<file path="src/rtl/mips_mc_pkg.sv">
// Shared constants and encodings for the multicycle MIPS control unit:
// opcodes, functs, FSM states, ALUOp and ALUControl codes.
package mips_mc_pkg;

    localparam logic [5:0] OP_RTYPE = 6'b000000;
    localparam logic [5:0] OP_LW    = 6'b100011;
    localparam logic [5:0] OP_SW    = 6'b101011;
    localparam logic [5:0] OP_BEQ   = 6'b000100;
    localparam logic [5:0] OP_ADDI  = 6'b001000;
    localparam logic [5:0] OP_J     = 6'b000010;

    localparam logic [5:0] FN_ADD = 6'b100000;
    localparam logic [5:0] FN_SUB = 6'b100010;
    localparam logic [5:0] FN_AND = 6'b100100;
    localparam logic [5:0] FN_OR  = 6'b100101;
    localparam logic [5:0] FN_SLT = 6'b101010;

    typedef enum logic [3:0] {
        S_FETCH   = 4'd0,
        S_DECODE  = 4'd1,
        S_MEMADR  = 4'd2,
        S_MEMRD   = 4'd3,
        S_MEMWB   = 4'd4,
        S_MEMWR   = 4'd5,
        S_EXECUTE = 4'd6,
        S_ALUWB   = 4'd7,
        S_BRANCH  = 4'd8,
        S_ADDIEX  = 4'd9,
        S_ADDIWB  = 4'd10,
        S_JUMP    = 4'd11
    } state_t;

    typedef enum logic [1:0] {
        ALUOP_ADD   = 2'b00,
        ALUOP_SUB   = 2'b01,
        ALUOP_FUNCT = 2'b10,
        ALUOP_RSVD  = 2'b11
    } aluop_t;

    localparam logic [2:0] ALU_AND = 3'b000;
    localparam logic [2:0] ALU_OR  = 3'b001;
    localparam logic [2:0] ALU_ADD = 3'b010;
    localparam logic [2:0] ALU_SUB = 3'b110;
    localparam logic [2:0] ALU_SLT = 3'b111;

    function automatic logic is_legal(input logic [5:0] op);
        return (op == OP_RTYPE) || (op == OP_LW) || (op == OP_SW) ||
               (op == OP_BEQ) || (op == OP_ADDI) || (op == OP_J);
    endfunction

endpackage

</file>
<file path="src/rtl/alu_decoder.sv">
// Combinational ALU decoder: ALUOp plus funct field to ALUControl.
// Unknown functs and the reserved ALUOp fall back to add.
module alu_decoder
    import mips_mc_pkg::*;
(
    input  aluop_t     alu_op,
    input  logic [5:0] funct,
    output logic [2:0] alu_control
);

    always_comb begin
        alu_control = ALU_ADD;
        case (alu_op)
            ALUOP_SUB: alu_control = ALU_SUB;
            ALUOP_FUNCT: begin
                case (funct)
                    FN_ADD:  alu_control = ALU_ADD;
                    FN_SUB:  alu_control = ALU_SUB;
                    FN_AND:  alu_control = ALU_AND;
                    FN_OR:   alu_control = ALU_OR;
                    FN_SLT:  alu_control = ALU_SLT;
                    default: alu_control = ALU_ADD;
                endcase
            end
            default: alu_control = ALU_ADD;
        endcase
    end

endmodule

</file>
<file path="src/rtl/multicycle_control.sv">
// Moore control FSM for the multicycle MIPS core; sequences the shared ALU,
// unified memory and register file. Outputs decode from the registered state.
module multicycle_control
    import mips_mc_pkg::*;
(
    input  logic       clk,
    input  logic       reset,
    input  logic [5:0] opcode,
    input  logic [5:0] funct,
    input  logic       zero,
    output logic       IorD,
    output logic       MemWrite,
    output logic       IRWrite,
    output logic       RegDst,
    output logic       MemtoReg,
    output logic       RegWrite,
    output logic       ALUSrcA,
    output logic [1:0] ALUSrcB,
    output logic [2:0] ALUControl,
    output logic [1:0] PCSrc,
    output logic       PCEn,
    output logic       illegal_op,
    output logic [3:0] state
);

    state_t st;
    state_t view;
    aluop_t alu_op;
    logic   pc_write, branch, ir_write, reg_write, mem_write;

    always_ff @(posedge clk) begin
        if (reset) begin
            st <= S_FETCH;
        end else begin
            case (st)
                S_FETCH:  st <= S_DECODE;
                S_DECODE: begin
                    case (opcode)
                        OP_LW, OP_SW: st <= S_MEMADR;
                        OP_RTYPE:     st <= S_EXECUTE;
                        OP_BEQ:       st <= S_BRANCH;
                        OP_ADDI:      st <= S_ADDIEX;
                        OP_J:         st <= S_JUMP;
                        default:      st <= S_FETCH;
                    endcase
                end
                S_MEMADR:  st <= (opcode == OP_LW) ? S_MEMRD : S_MEMWR;
                S_MEMRD:   st <= S_MEMWB;
                S_EXECUTE: st <= S_ALUWB;
                S_ADDIEX:  st <= S_ADDIWB;
                default:   st <= S_FETCH;
            endcase
        end
    end

    // During reset the datapath sees FETCH selects with every write enable held low.
    assign view = reset ? S_FETCH : st;

    always_comb begin
        IorD      = 1'b0;
        mem_write = 1'b0;
        ir_write  = 1'b0;
        RegDst    = 1'b0;
        MemtoReg  = 1'b0;
        reg_write = 1'b0;
        ALUSrcA   = 1'b0;
        ALUSrcB   = 2'b00;
        alu_op    = ALUOP_ADD;
        PCSrc     = 2'b00;
        pc_write  = 1'b0;
        branch    = 1'b0;
        case (view)
            S_FETCH: begin
                ALUSrcB  = 2'b01;
                ir_write = 1'b1;
                pc_write = 1'b1;
            end
            S_DECODE: ALUSrcB = 2'b11;
            S_MEMADR, S_ADDIEX: begin
                ALUSrcA = 1'b1;
                ALUSrcB = 2'b10;
            end
            S_MEMRD: IorD = 1'b1;
            S_MEMWB: begin
                MemtoReg  = 1'b1;
                reg_write = 1'b1;
            end
            S_MEMWR: begin
                IorD      = 1'b1;
                mem_write = 1'b1;
            end
            S_EXECUTE: begin
                ALUSrcA = 1'b1;
                alu_op  = ALUOP_FUNCT;
            end
            S_ALUWB: begin
                RegDst    = 1'b1;
                reg_write = 1'b1;
            end
            S_BRANCH: begin
                ALUSrcA = 1'b1;
                alu_op  = ALUOP_SUB;
                PCSrc   = 2'b01;
                branch  = 1'b1;
            end
            S_ADDIWB: reg_write = 1'b1;
            S_JUMP: begin
                PCSrc    = 2'b10;
                pc_write = 1'b1;
            end
            default: ;
        endcase
    end

    assign IRWrite    = ir_write & ~reset;
    assign RegWrite   = reg_write & ~reset;
    assign MemWrite   = mem_write & ~reset;
    assign PCEn       = ~reset & (pc_write | (branch & zero));
    assign illegal_op = ~reset & (st == S_DECODE) & ~is_legal(opcode);
    assign state      = st;

    alu_decoder u_alu_decoder (
        .alu_op      (alu_op),
        .funct       (funct),
        .alu_control (ALUControl)
    );

endmodule

</file>
<file path="config.mk">
export PLATFORM = sky130hd
export DESIGN_NAME = multicycle_control
export DESIGN_NICKNAME = d
export VERILOG_FILES = /design/src/rtl/mips_mc_pkg.sv /design/src/rtl/alu_decoder.sv /design/src/rtl/multicycle_control.sv
export SDC_FILE = /design/constraint.sdc
export NUM_CORES = 1
export LEC_CHECK = 0
export CORE_UTILIZATION = 33
export DETAILED_ROUTE_END_ITERATION = 12
export PLACE_DENSITY = 0.74
export SYNTH_ARGS = -nofsm -noshare
export SYNTH_HDL_FRONTEND = slang
export SYNTH_SLANG_ARGS = --single-unit
</file>
<file path="constraint.sdc">
create_clock -name clk -period 2.45 [get_ports clk]
set_input_delay 0.735 -clock clk [delete_from_list [all_inputs] [get_ports clk]]
set_output_delay 0.735 -clock clk [all_outputs]
set_load 0.005 [all_outputs]
</file>
Word level (Yosys, flattened, before mapping). Cells that the tools add are included.

Bits in registers: 4. Input bits: 15. Output and inout bits: 20. Word-level logic and storage cells: 70.

Muxes and demuxes: 18. Reductions and logical operators: 14. Equal/unequal tests: 27. Bitwise logic cells: 10.

Operators by type and width (count): == test 6 bit, second input constant (6); one-hot mux 4 bit (6 select lines) (1); == test 4 x 3 -> 1 bit, second input constant (5); == test 4 bit, second input constant (5); one-hot mux 4 bit (5 select lines) (1); == test 4 x 2 -> 1 bit, second input constant (4); one-hot mux 3 bit (4 select lines) (1); two-way mux 1 bit (9); == test 4 x 1 -> 1 bit, second input constant (2); zero test 4 bit (2); one-hot mux 2 bit (2 select lines) (2); OR reduction 2 bit (4); bitwise AND 1 bit (7); == test 6 x 2 -> 1 bit, second input constant (1); == test 6 x 3 -> 1 bit, second input constant (1); == test 6 x 4 -> 1 bit, second input constant (1); zero test 6 bit (1); one-hot mux 2 bit (3 select lines) (1); one-hot mux 3 bit (2 select lines) (1); logical OR 1 bit (5); two-way mux 4 bit (1); OR reduction 4 bit (1); two-way mux 3 bit (1); OR reduction 3 bit (1); 4 further kinds (5).

Depth between registers and ports, before layout.
Word-level depth: 8. Mapped depth: 7. Gate-level depth less buffers: 7.

Hierarchy. Synthesis repeated with hierarchy kept, for this count alone.

Cell total of the unflattened synthesis: 87. Area, all modules: 630.6 um^2.

By module, submodules not included: multicycle_control (sequential area each 80.1 um^2, cells an instance 72, instances 1, area an instance 511.7 um^2); alu_decoder (sequential area each 0.0 um^2, cells an instance 15, instances 1, area an instance 118.9 um^2).

Worst setup path before layout. No wires, ideal clock.

Path type: input to output. Start: in reset. End: out ALUControl[1]. Data required time: 1.715 ns. Cell stages on the path: 5. Buffers on the path: 0. Slack: -0.034 ns. Arrival time: 1.749 ns. Cells stage by stage: inv_1 > nand3_1 > or2_1 > ha_1 > a211o_1.

Word-level cells in the longest chain between the ends: 5. Elaborated cells between the ends (all ways): 7. Classes of those cells: eq/ne (4); mux (3).

RTL lines: from (decl) (RTL line multicycle_control.sv:7) `input logic reset,`; two-way mux 4 bit (*) (RTL line multicycle_control.sv:57) `assign view = reset ? S_FETCH : st;`; == test 4 bit or == test 4 x 3 -> 1 bit (tied branches) (RTL line multicycle_control.sv:72) `case (view)`; one-hot mux 2 bit (2 select lines) (*) (RTL line multicycle_control.sv:72); == test 2 bit or == test 2 x 1 -> 1 bit (tied branches) (RTL line alu_decoder.sv:13) `case (alu_op)`; one-hot mux 3 bit (2 select lines) (*) (RTL line alu_decoder.sv:13); to (decl) (RTL line multicycle_control.sv:19) `output logic [2:0] ALUControl,`.

Mark *: on every way between the ends. The rest lies on a longest branch, timed or not.

Worst setup path after layout. Same ends and word-level chain as after synthesis.

==> flow_metrics.env <==
export IMPL_status="complete, but fails checks"
export IMPL_failed_checks="negative setup slack"
export IMPL_timing_critical_path_to_type="output port"
export IMPL_firstDrtPassIters=6
export IMPL_crit_start="reset"
export IMPL_worst_min_path_class="reg -> reg"
export IMPL_report_final_setup_viol=2
export IMPL_cts_reportedPaths_clkPinSlew_ns=0.04
export IMPL_post_synth_cell_area_avg_sq_um=6.734
export IMPL_synth_warning_count=0
export IMPL_critical_path_class="in -> out"
export IMPL_dr_first_iter_drc_count=13
export IMPL_finalNetCount=170
export IMPL_synthAdderAreaFrac_pct=6.263
export IMPL_finalCritPeriodShare_pct=102.9
export IMPL_worstReg2RegStart="state[2]"
export IMPL_die_w_um=44.62
export IMPL_hold_path_startpoint="state[3]"
export IMPL_grt_util_all_layers_pct=23.41
export IMPL_synth_sequential_area_ratio_pct=13.36
export IMPL_drv_slew=0
export IMPL_io_buffer_count=34
export IMPL_yosys_area_share_simple_pct=45.30
export IMPL_fp_dieArea_sq_um=1991
export IMPL_cts_num_sinks=4
export IMPL_most_common_library_cell_in_the_layout_ignoring_fill_and_taps="sky130_fd_sc_hd__buf_4"
export IMPL_postSynthRegisterBits=4
export IMPL_cp_data_required_time_ns=1.71
export IMPL_number_of_global_route_vias_before_repair=839
export IMPL_route_final_wire_length_um=2260
export IMPL_rsz0062_at_grt="yes"
export IMPL_remaining_drc_errors=0
export IMPL_largest_register_ff_count=4
export IMPL_via_count=871
export IMPL_initial_antenna_violation_count=0
export IMPL_io_pins=35
export IMPL_placed_cell_area_sq_um=1111
export IMPL_synth_compound_gate_area_share_pct=25.26
export IMPL_postSynth_asyncResetShare_pct=0
export IMPL_tightest_slew_ns=0.2633
export IMPL_synth_enable_flop_cells=0
export IMPL_clock_path_buffers=2
export IMPL_postSynthCellCount=89
export IMPL_cts_hold_repair_buffers=0
export IMPL_finalInstanceArea_sq_um=1236
export IMPL_gr_total_overflow=0
export IMPL_detailed_placement_hpwl_um=1600
export IMPL_clock_tree_from_tritoncts="done"
export IMPL_pwr_per_cell_area_nw_per_um2=218.0
export IMPL_h_tree_depth=1
export IMPL_crit_path_start_kind="input port"
export IMPL_min_period_ns=2.522
export IMPL_grt_max_degree=11
export IMPL_timing_final_hold_violations=0
export IMPL_synth_main_ff_cell="sky130_fd_sc_hd__dfxtp_1"
export IMPL_postSynthNetCount=107
export IMPL_power_static_leakage_nw=0.6119
export IMPL_floorplan_core_area_sq_um=1708
export IMPL_antenna_viol_nets_final=0
export IMPL_clk_insertion_delay_late_ns=0.26
export IMPL_combinational_family_with_the_most_area_after_synthesis="simple AND/OR/NAND/NOR gates"
export IMPL_grt_first_pass_wirelength_um=3408
export IMPL_final_setup_worst_slack_ns=-0.07168
export IMPL_antenna_cells=0
export IMPL_cts_buffers_inserted=3
export IMPL_avgRoutedWirePerCell_um=12.91
export IMPL_synth_xor_area_share_pct=2.923
export IMPL_initial_utilization_pct=35.09
export IMPL_root_buffer="sky130_fd_sc_hd__clkbuf_4"
export IMPL_via_per_inst=4.977
export IMPL_area_growth_pct=106.3
export IMPL_post_synth_mux_area_share_pct=0
export IMPL_cp_data_arrival_time_ns=1.79
export IMPL_vdd_ir_drop_worst_mv=0.2287
export IMPL_fp_row_count=15
export IMPL_dp_slack_ns=-0.8972
export IMPL_layout_cells_most_common_list="28 x sky130_fd_sc_hd__buf_4, 14 x sky130_fd_sc_hd__dlygate4sd2_1, 13 x sky130_fd_sc_hd__nor2_1"
export IMPL_library_cells_used_by_synthesis=39
export IMPL_timing_critical_path_fanout_max=4
export IMPL_slew_limit_headroom_pct=82.41
export IMPL_total_power_consumption_uw=269.5
export IMPL_place_congestion=0.8053
export IMPL_synthesis_area_sq_um=599.3
export IMPL_fin_worst_skew_ns=0.008913
export IMPL_final_layout_size_suffix_gt1_share_pct=46.00
export IMPL_max_clock_freq_mhz=396.6
export IMPL_chipHeight_um=44.62
export IMPL_max_cap_viol_count=0
power breakdown:
| part | internal, mW | switching (mW) | leakage (nW) | total, mW |
|---|---|---|---|---|
| Clock | 0.0555 | 0.0372 | 0.0138 | 0.0927 |
| Combinational | 0.0624 | 0.0467 | 0.564 | 0.109 |
| Sequential | 0.0663 | 0.00153 | 0.0339 | 0.0678 |
synth_stat cells (all sizes together), types with 2 or more instances:
cell type | n | area, sq um
nor2b | 3 | 18.77
nor2 | 16 | 67.56
nor3 | 3 | 15.01
and2 | 2 | 12.51
inv | 5 | 18.77
or4 | 2 | 18.77
and3 | 5 | 31.28
o21ai | 4 | 20.01
dfxtp | 4 | 80.08
ha | 3 | 37.54
nor3b | 2 | 15.01
nand2b | 4 | 25.02
buf | 2 | 15.01
a21oi | 6 | 30.03
a31oi | 3 | 18.77
or2 | 2 | 12.51
nand2 | 5 | 18.77
clkbuf | 2 | 7.510
metrics by stage:
step | util [%] | hold WS [ns] | std cells | TNS, ns
after detailed placement | 65.05 | 0.6528 | 165 | -8.185
final | 72.38 | 0.6709 | 175 | -0.08314
after global routing | 72.38 | 0.6871 | 175 | -0.2413
after CTS | 70.48 | 0.6600 | 174 | -0.1503
after global placement | 65.05 | 0.6225 | 165 | -8.096
after floorplan | - | 0.6175 | 89 | 0
what timing repair did:
item | CTS | global route
cloned | 0 | 0
resized for setup | 72 | 20
endpoints found under the setup margin | 16 | 7
pin swaps | 13 | 11
setup buffers | 6 | 1
metal layers:
metal | GRT usage (%) | vias to the layer above | share of wire, %
met1 | 25.06 | 396 | 42
met3 | 2.857 | 7 | 3.0
met5 | 0 | - | 0
met2 | 43.24 | 25 | 52
met4 | 13.94 | 0 | 3.2
li1 | - | 443 | -
critical path, cell delays in order:
cell and delay, ns:
sky130_fd_sc_hd__buf_8 0.11, sky130_fd_sc_hd__nor2_4 0.10, sky130_fd_sc_hd__and3_4 0.22, sky130_fd_sc_hd__inv_2 0.06, sky130_fd_sc_hd__ha_4 0.16, sky130_fd_sc_hd__a211o_1 0.29
sky130_fd_sc_hd__clkbuf_2 0.11
final timing paths:
path | endpoint | slack [ns] | depth (start not counted)
worst max-delay path | ALUControl[1] | -0.07 | 7
worst min-delay path | state[0] | 0.67 | 2
worst max register to register | state[2] | 1.14 | 6
worst min register to register | state[0] | 0.67 | 2
layout make-up:
cell class	instances	area, sq um
Multi-Input combinational cell	76	573.1
Inverter	5	23.77
Fill cell	141	471.7
Sequential cell	4	85.08
Clock buffer	3	22.52
Tap cell	25	31.28
Timing Repair Buffer	62	500.5
cell families (layout without fill, tap and decap cells):
logic type / Yosys count / after routing
XOR/XNOR: 2 / 2
AND/OR/NAND/NOR: 49 / 49
flip-flops: 4 / 4
adder cells (fa/ha/maj): 3 / 3
buffers and inverters: 9 / 70
AO/OA/AOI/OAI: 22 / 22
No activity file was read; power rests on OpenSTA's default activity.
